[config.mk]
export PLATFORM = sky130hd
export DESIGN_NAME = scan_accumulator
export DESIGN_NICKNAME = d
export VERILOG_FILES = /design/src/rtl/scan_acc_pkg.sv /design/src/rtl/scan_accumulator_chan_mux.sv /design/src/rtl/scan_accumulator.sv
export SDC_FILE = /design/constraint.sdc
export NUM_CORES = 1
export LEC_CHECK = 0
export ABC_AREA = 1
export BUFFER_PORTS_ARGS = -buffer_cell sky130_fd_sc_hd__buf_2
export CAP_MARGIN = 30
export CORE_UTILIZATION = 42
export DETAILED_ROUTE_END_ITERATION = 7
export MAX_ROUTING_LAYER = met4
export PLACE_DENSITY = 0.83
export SLEW_MARGIN = 20
export SYNTH_ARGS = -nofsm -noshare
export SYNTH_HDL_FRONTEND = slang
export SYNTH_SLANG_ARGS = --single-unit
[constraint.sdc]
create_clock -name clk -period 5.6 [get_ports clk]
set_input_delay 1.12 -clock clk [delete_from_list [all_inputs] [get_ports clk]]
set_output_delay 1.12 -clock clk [all_outputs]
set_load 0.01 [all_outputs]
[src/rtl/scan_acc_pkg.sv]
// Shared types and constants for the scan accumulator: FSM state encoding and
// the mode select values.
package scan_acc_pkg;

  typedef enum logic [1:0] {
    ST_IDLE = 2'd0,
    ST_RUN  = 2'd1,
    ST_DONE = 2'd2
  } state_e;

  localparam logic MODE_FIXED = 1'b0;
  localparam logic MODE_SCAN  = 1'b1;

endpackage : scan_acc_pkg

[src/rtl/scan_accumulator_chan_mux.sv]
// CH:1 x W channel mux with an index-to-one-hot decoder on the same index;
// a parametrised generalisation of the old 4:1 mux and 2:4 decoder.
module chan_mux #(
  parameter int W    = 4,
  parameter int CH   = 4,
  parameter int SELW = $clog2(CH)
) (
  input  logic [CH*W-1:0] data_i,
  input  logic [SELW-1:0] idx_i,
  output logic [W-1:0]    data_o,
  output logic [CH-1:0]   onehot_o
);

  always_comb begin
    // NOTE: every output gets a default before the loop so no path leaves it
    // unassigned, which would otherwise infer a latch.
    data_o   = '0;
    onehot_o = '0;
    for (int k = 0; k < CH; k++) begin
      if (idx_i == SELW'(k)) begin
        data_o      = data_i[k*W +: W];
        onehot_o[k] = 1'b1;
      end
    end
  end

endmodule : chan_mux

[src/rtl/scan_accumulator.sv]
// Sequential channel accumulator: sums CH samples (round-robin or one fixed
// channel) and hands the total to the display side over valid/ready.
module scan_accumulator
  import scan_acc_pkg::*;
#(
  parameter int W    = 4,
  parameter int CH   = 4,
  parameter int SELW = $clog2(CH)
) (
  input  logic              clk,
  input  logic              rst,
  input  logic [CH*W-1:0]   din,
  input  logic              mode,
  input  logic [SELW-1:0]   sel,
  input  logic              start,
  input  logic              clear,
  output logic              busy,
  output logic [CH-1:0]     onehot,
  output logic [W+SELW-1:0] sum,
  output logic              out_valid,
  input  logic              out_ready
);

  localparam int             SW       = W + SELW;
  localparam logic [SELW-1:0] CNT_LAST = SELW'(CH - 1);

  state_e            state_q;
  logic [SELW-1:0]   cnt_q;
  logic [SELW-1:0]   sel_q;
  logic              mode_q;
  logic [SW-1:0]     acc_q;
  logic [SW-1:0]     acc_d;
  logic              out_valid_q;

  logic [SELW-1:0]   ch;
  logic [W-1:0]      sample;
  logic [CH-1:0]     decode;

  assign ch = (mode_q == MODE_SCAN) ? cnt_q : sel_q;

  chan_mux #(
    .W   (W),
    .CH  (CH),
    .SELW(SELW)
  ) u_chan_mux (
    .data_i  (din),
    .idx_i   (ch),
    .data_o  (sample),
    .onehot_o(decode)
  );

  // CH * (2^W - 1) always fits in W+SELW bits, so the add never carries out.
  assign acc_d = acc_q + SW'(sample);

  always_ff @(posedge clk) begin
    // NOTE: state registers use non-blocking assignments so every register
    // sees the pre-edge values of the others, independent of statement order.
    if (rst) begin
      state_q     <= ST_IDLE;
      cnt_q       <= '0;
      sel_q       <= '0;
      mode_q      <= MODE_FIXED;
      acc_q       <= '0;
      out_valid_q <= 1'b0;
    end else if (clear) begin
      state_q     <= ST_IDLE;
      cnt_q       <= '0;
      acc_q       <= '0;
      out_valid_q <= 1'b0;
    end else begin
      case (state_q)
        ST_IDLE: begin
          if (start) begin
            state_q <= ST_RUN;
            cnt_q   <= '0;
            acc_q   <= '0;
            mode_q  <= mode;
            sel_q   <= sel;
          end
        end
        ST_RUN: begin
          acc_q <= acc_d;
          cnt_q <= cnt_q + 1'b1;
          if (cnt_q == CNT_LAST) begin
            state_q     <= ST_DONE;
            out_valid_q <= 1'b1;
          end
        end
        ST_DONE: begin
          if (out_ready) begin
            state_q     <= ST_IDLE;
            out_valid_q <= 1'b0;
          end
        end
        default: begin
          state_q     <= ST_IDLE;
          out_valid_q <= 1'b0;
        end
      endcase
    end
  end

  assign busy      = (state_q == ST_RUN);
  assign onehot    = busy ? decode : '0;
  assign sum       = acc_q;
  assign out_valid = out_valid_q;

endmodule : scan_accumulator

=== Yosys cells after proc, flatten, opt, wreduce, memory -nomap -nowiden ===
Cells that the tools add are included.
W data, S select, Z words.

* Bits in registers: 14
* Bits of input ports: 24
* Output and inout bits: 12
* Word-level logic and storage cells: 48

* $add $sub $neg: 2
* Eq/ne operators: 9
* Muxes and demuxes: 21
* Bitwise logic cells: 2
* Reductions and logical operators: 8

{| class="wikitable"
|+ Operators with widths
! kind !! number
|-
| $mux W4 || 5
|-
| $pmux W6 S2 || 1
|-
| $mux W2 || 5
|-
| $reduce_and A3 Y1 || 3
|-
| $eq A2 B2 Y1 const B || 4
|-
| $add A6 B4 Y6 || 1
|-
| $mux W1 || 6
|-
| $mux W6 || 1
|-
| $pmux W2 S3 || 1
|-
| $eq A2 B1 Y1 const B || 2
|-
| $logic_not A2 Y1 || 2
|-
| $ne A2 B2 Y1 const B || 2
|-
| $pmux W2 S2 || 1
|-
| $pmux W1 S3 || 1
|-
| $add A2 B1 Y2 const B || 1
|-
| $ne A2 B1 Y1 const B || 1
|-
| $not A1 Y1 || 2
|-
| $reduce_and A2 Y1 || 1
|-
| $reduce_bool A2 Y1 || 1
|-
| $reduce_or A2 Y1 || 1
|}

=== Logic depth before layout (Yosys ltp) ===
* Depth in word-level cells: 8
* Gate-level depth with buffers: 16
* Mapped depth without buffers: 16

=== Modules after synthesis ===
From an unflattened synthesis, not the netlist that was laid out.

* Cell total of the unflattened synthesis: 138
* Area, all modules: 945.9 sq um

{| class="wikitable"
|+ Modules (own cells, without submodules)
! module !! instances !! cells an instance !! area each (sq um) !! seq. area each (sq um)
|-
| scan_accumulator || 1 || 109 || 794.5 || 280.3
|-
| chan_mux || 1 || 29 || 151.4 || 0.0
|}

=== Worst setup path before layout ===
OpenSTA, ideal clock, no wires.

* Path type: in2reg
* Start: in din[0]
* End: reg acc_q[1] (netlist: sum[1])
* Setup time: 59 ps
* Data arrival time: 2331 ps
* Required time: 5541 ps
* Path slack: 3210 ps
* Cell stages on the path: 9
* Path buffers: 0
* Cells stage by stage: o21ai_0 > nand2_1 > o21ai_0 > nand2_1 > ha_1 > inv_1 > fa_1 > o22ai_1 > and2_1

* Longest elaborated chain between the ends: 6

{| class="wikitable"
|+ RTL lines
! item !! RTL line !! source
|-
| start, declared || scan_accumulator.sv:12 || <nowiki>input logic [CH*W-1:0] din,</nowiki>
|-
| $mux W4 (4 in a row) || scan_accumulator_chan_mux.sv:20 || <nowiki>if (idx_i == SELW'(k)) begin</nowiki>
|-
| $add A6 B4 Y6 || scan_accumulator.sv:53 || <nowiki>assign acc_d = acc_q + SW'(sample);</nowiki>
|-
| $pmux W6 S2 || scan_accumulator.sv:71 || <nowiki>case (state_q)</nowiki>
|-
| end signal, assigned || scan_accumulator.sv:63 || <nowiki>acc_q <= '0;</nowiki>
|-
| end signal, assigned || scan_accumulator.sv:68 || <nowiki>acc_q <= '0;</nowiki>
|-
| end signal, assigned || scan_accumulator.sv:76 || <nowiki>acc_q <= '0;</nowiki>
|-
| end, declared || scan_accumulator.sv:31 || <nowiki>logic [SW-1:0] acc_q;</nowiki>
|}

No other way between the ends.
A chain may end at the register's enable or synchronous reset.

=== Final worst setup path ===
* Start: reg state_q[0]
* End: out onehot[0]

* Longest elaborated chain between the ends: 2

{| class="wikitable"
|+ RTL lines
! item !! RTL line !! source
|-
| start, declared || scan_accumulator.sv:27 || <nowiki>state_e state_q;</nowiki>
|-
| start signal, assigned || scan_accumulator.sv:59 || <nowiki>state_q <= ST_IDLE;</nowiki>
|-
| start signal, assigned || scan_accumulator.sv:66 || <nowiki>state_q <= ST_IDLE;</nowiki>
|-
| start signal, assigned || scan_accumulator.sv:74 || <nowiki>state_q <= ST_RUN;</nowiki>
|-
| $eq A2 B1 Y1 || scan_accumulator.sv:103 || <nowiki>assign busy = (state_q == ST_RUN);</nowiki>
|-
| $mux W4 || scan_accumulator.sv:104 || <nowiki>assign onehot = busy ? decode : '0;</nowiki>
|-
| end, declared || scan_accumulator.sv:18 || <nowiki>output logic [CH-1:0] onehot,</nowiki>
|}

No other way between the ends.

==> flow_summary.json <==
{
  "antennaDiodeCount": 0,
  "boundaryPins": 36,
  "setup.worst_path.class": "reg2out",
  "fp.coreArea_um2": 1982,
  "cts_max_path_bufs": 2,
  "post_drt_wl_per_cell_um": 10.28,
  "grt_remaining_overflow": 0,
  "postSynthCellCount": 143,
  "timing.critical_path.to_type": "output pin",
  "route.detailed.vias_per_inst": 4.947,
  "ant_nets": 0,
  "drive_gt1_frac": 0.2320,
  "p_leak_nw": 0.5924,
  "num_rows": 16,
  "seq_area_frac_synth": 0.3102,
  "async_flop_share": 0,
  "post_cts_hold_buffer_count": 0,
  "max_clock_freq_ghz": 0.3290,
  "post_placement_worst_setup_slack_ns": 2.922,
  "fin_skew_ns": 0.003326,
  "place_congestion": 0.9033,
  "port_buffers": 35,
  "post-synth-top-area-fraction": 0.3102,
  "number_of_nets_in_the_finished_design": 212,
  "cts-resized-gates": 0,
  "grt_setup_unrepaired": "false",
  "synth.ff_latch_count": 14,
  "drt-initial-drc-count": 33,
  "synth-main-ff-cell": "sky130_fd_sc_hd__dfxtp_1",
  "finish.instance_area_um2": 1144,
  "post-synth-top-count-cell": "sky130_fd_sc_hd__nand2_1",
  "timing.slew.headroom": 0.5124,
  "worst_ep_arrival_time_ns": 1.92,
  "report.final.setup_viol": 0,
  "synthToLayoutAreaGrowth_pct": 26.59,
  "synth_edf_count": 0,
  "route.vias.total": 1029,
  "multiInputGateArea_um2": 539.3,
  "synth_top_area_cell": "sky130_fd_sc_hd__dfxtp_1",
  "ctsHtreeMaxLevel": 1,
  "setup_total_negative_slack_ns": 0,
  "tritoncts_num_sinks": 14,
  "mappedNetlistArea_um2": 903.4,
  "dpl_hpwl_mm": 1.725,
  "post-route-util": 0.5770,
  "start_kind": "flop",
  "synth_common_cells": "sky130_fd_sc_hd__nand2_1 (42), sky130_fd_sc_hd__inv_1 (20), sky130_fd_sc_hd__a21oi_1 (16)",
  "grt_antenna_before_repair": 0,
  "grt_usage": 0.1984,
  "dieArea_um2": 2340,
  "initial_utilization": 0.4558,
  "maximum_number_of_pins_on_one_net_before_global_route_repair": 13,
  "worst_ep_required_time_ns": 4.48,
  "cts_made_buffers": 3,
  "chipWidth_um": 48.38,
  "die_y_um": 48.38,
  "cellPowerDensity_nw_per_um2": 190.6,
  "min_delay_worst_type": "reg2reg",
  "dr.pass1.iters": 4,
  "postcts_setup_bufs": 0,
  "wl_mm": 2.138,
  "timing.final.crit_period_ns": 3.039,
  "timing_hold_violations_final": 0,
  "mappedNetlistNets": 173,
  "remaining_drc_errors": 0,
  "first_global_vias": 944,
  "syn_area_per_cell_um2": 6.317,
  "worst-path-max-fanout": 12,
  "post-route-worst-setup-slack_ns": 2.561,
  "cap_violations": 0,
  "tightestPinTransition_ns": 0.7288,
  "synthDistinctLibCells": 21,
  "synth_top_cells_by_area": "sky130_fd_sc_hd__dfxtp_1 (31%), sky130_fd_sc_hd__nand2_1 (17%), sky130_fd_sc_hd__a21oi_1 (8.9%)",
  "clock_tree.root_cell": "sky130_fd_sc_hd__clkbuf_4",
  "peakVddDrop_mv": 0.1557,
  "first_pass_grt_wire_length_mm": 3.643,
  "final_count_of_pins_violating_max_slew": 0,
  "register_area_um2": 280.3,
  "ys.warnings.count": 0,
  "clock_insertion_delay_worst_skew_ns": 0.29,
  "clk_pin_slew_ns": 0.09,
  "final_min_period_over_clock_period": 0.5427,
  "run_status": "finished clean",
  "placed_instance_area_um2": 1107,
  "cts_tree": "yes",
  "fill_cells": 189
}
critical path: stages (launching register included):
cell and delay, ns:
sky130_fd_sc_hd__dfxtp_1 0.34, sky130_fd_sc_hd__inv_1 0.06, sky130_fd_sc_hd__nor2_1 0.56, sky130_fd_sc_hd__inv_1 0.29, sky130_fd_sc_hd__nor3_1 0.23, sky130_fd_sc_hd__buf_2 0.15
registers in the layout (all words and copies together) (netlist names):
name / cells
sum: 6
cnt_q: 2
sel_q: 2
state_q: 2
mode_q: 1
out_valid: 1
cell families (layout without fill, tap and decap cells):
kind of cell,count (synthesis),after routing,share of synthesized area
and+or+nand+nor,70,70,0.3227
adders and majority gates,6,6,0.09141
AOI/OAI and AO/OA,31,31,0.1828
DFF,14,14,0.3103
buffers and inverters,22,60,0.09279
worst paths after layout:
| path | start | cells after the start | slack (ns) | endpoint |
|---|---|---|---|---|
| min reg2reg | sel_q[1] | 2 | 0.47 | sel_q[1] |
| max reg2reg | mode_q | 15 | 3.30 | sum[4] |
| max | state_q[0] | 5 | 2.56 | onehot[0] |
| min | sel_q[1] | 2 | 0.47 | sel_q[1] |
cell usage in the layout, fill, tap and decap left out:
cell	n
sky130_fd_sc_hd__nand3b_1	2
sky130_fd_sc_hd__clkbuf_4	3
sky130_fd_sc_hd__fa_1	1
sky130_fd_sc_hd__a22oi_1	1
sky130_fd_sc_hd__and2_1	1
sky130_fd_sc_hd__nor3_1	2
sky130_fd_sc_hd__nor2_2	1
sky130_fd_sc_hd__buf_2	35
sky130_fd_sc_hd__dfxtp_1	14
sky130_fd_sc_hd__o21ai_1	3
sky130_fd_sc_hd__nand3_1	9
sky130_fd_sc_hd__o22ai_1	1
sky130_fd_sc_hd__inv_2	1
sky130_fd_sc_hd__o21ai_2	1
sky130_fd_sc_hd__a21oi_1	16
sky130_fd_sc_hd__clkbuf_8	1
sky130_fd_sc_hd__nand2_1	42
sky130_fd_sc_hd__inv_1	20
sky130_fd_sc_hd__ha_1	5
sky130_fd_sc_hd__a21boi_0	1
sky130_fd_sc_hd__o21ai_0	8
sky130_fd_sc_hd__nor2_1	12
sky130_fd_sc_hd__or2_1	1
routing by layer:
metal	wire, um	GRT usage	part of all wire	vias up
met5	0	-	0	-
met4	46	0.08824	0.022	0
met3	59	0.02201	0.028	5
met2	1039	0.3404	0.49	18
met1	992	0.2335	0.46	468
li1	-	-	-	538
per-stage QoR:
stage | hold WS (ns) | std cells | power [mW]
after floorplan | 0.4339 | 143 | 0.1305
after global placement | 0.4513 | 204 | 0.1444
after detailed placement | 0.4586 | 204 | 0.1456
after CTS | 0.4703 | 208 | 0.2183
after global routing | 0.5105 | 208 | 0.2305
final | 0.4682 | 208 | 0.2179
layout make-up:
| cell class | instances | share of cell area |
|---|---|---|
| tap | 27 | 0.02954 |
| timing repair buffer | 35 | 0.1532 |
| clock buffer | 4 | 0.03173 |
| sequential | 14 | 0.2451 |
| inverter | 21 | 0.06893 |
| multi-input combinational | 107 | 0.4716 |
power breakdown:
group / internal, mW / switching (mW)
Combinational: 0.0164 / 0.0239
Sequential: 0.102 / 0.00163
Clock: 0.0396 / 0.0348
No activity file was read; power rests on OpenSTA's default activity.
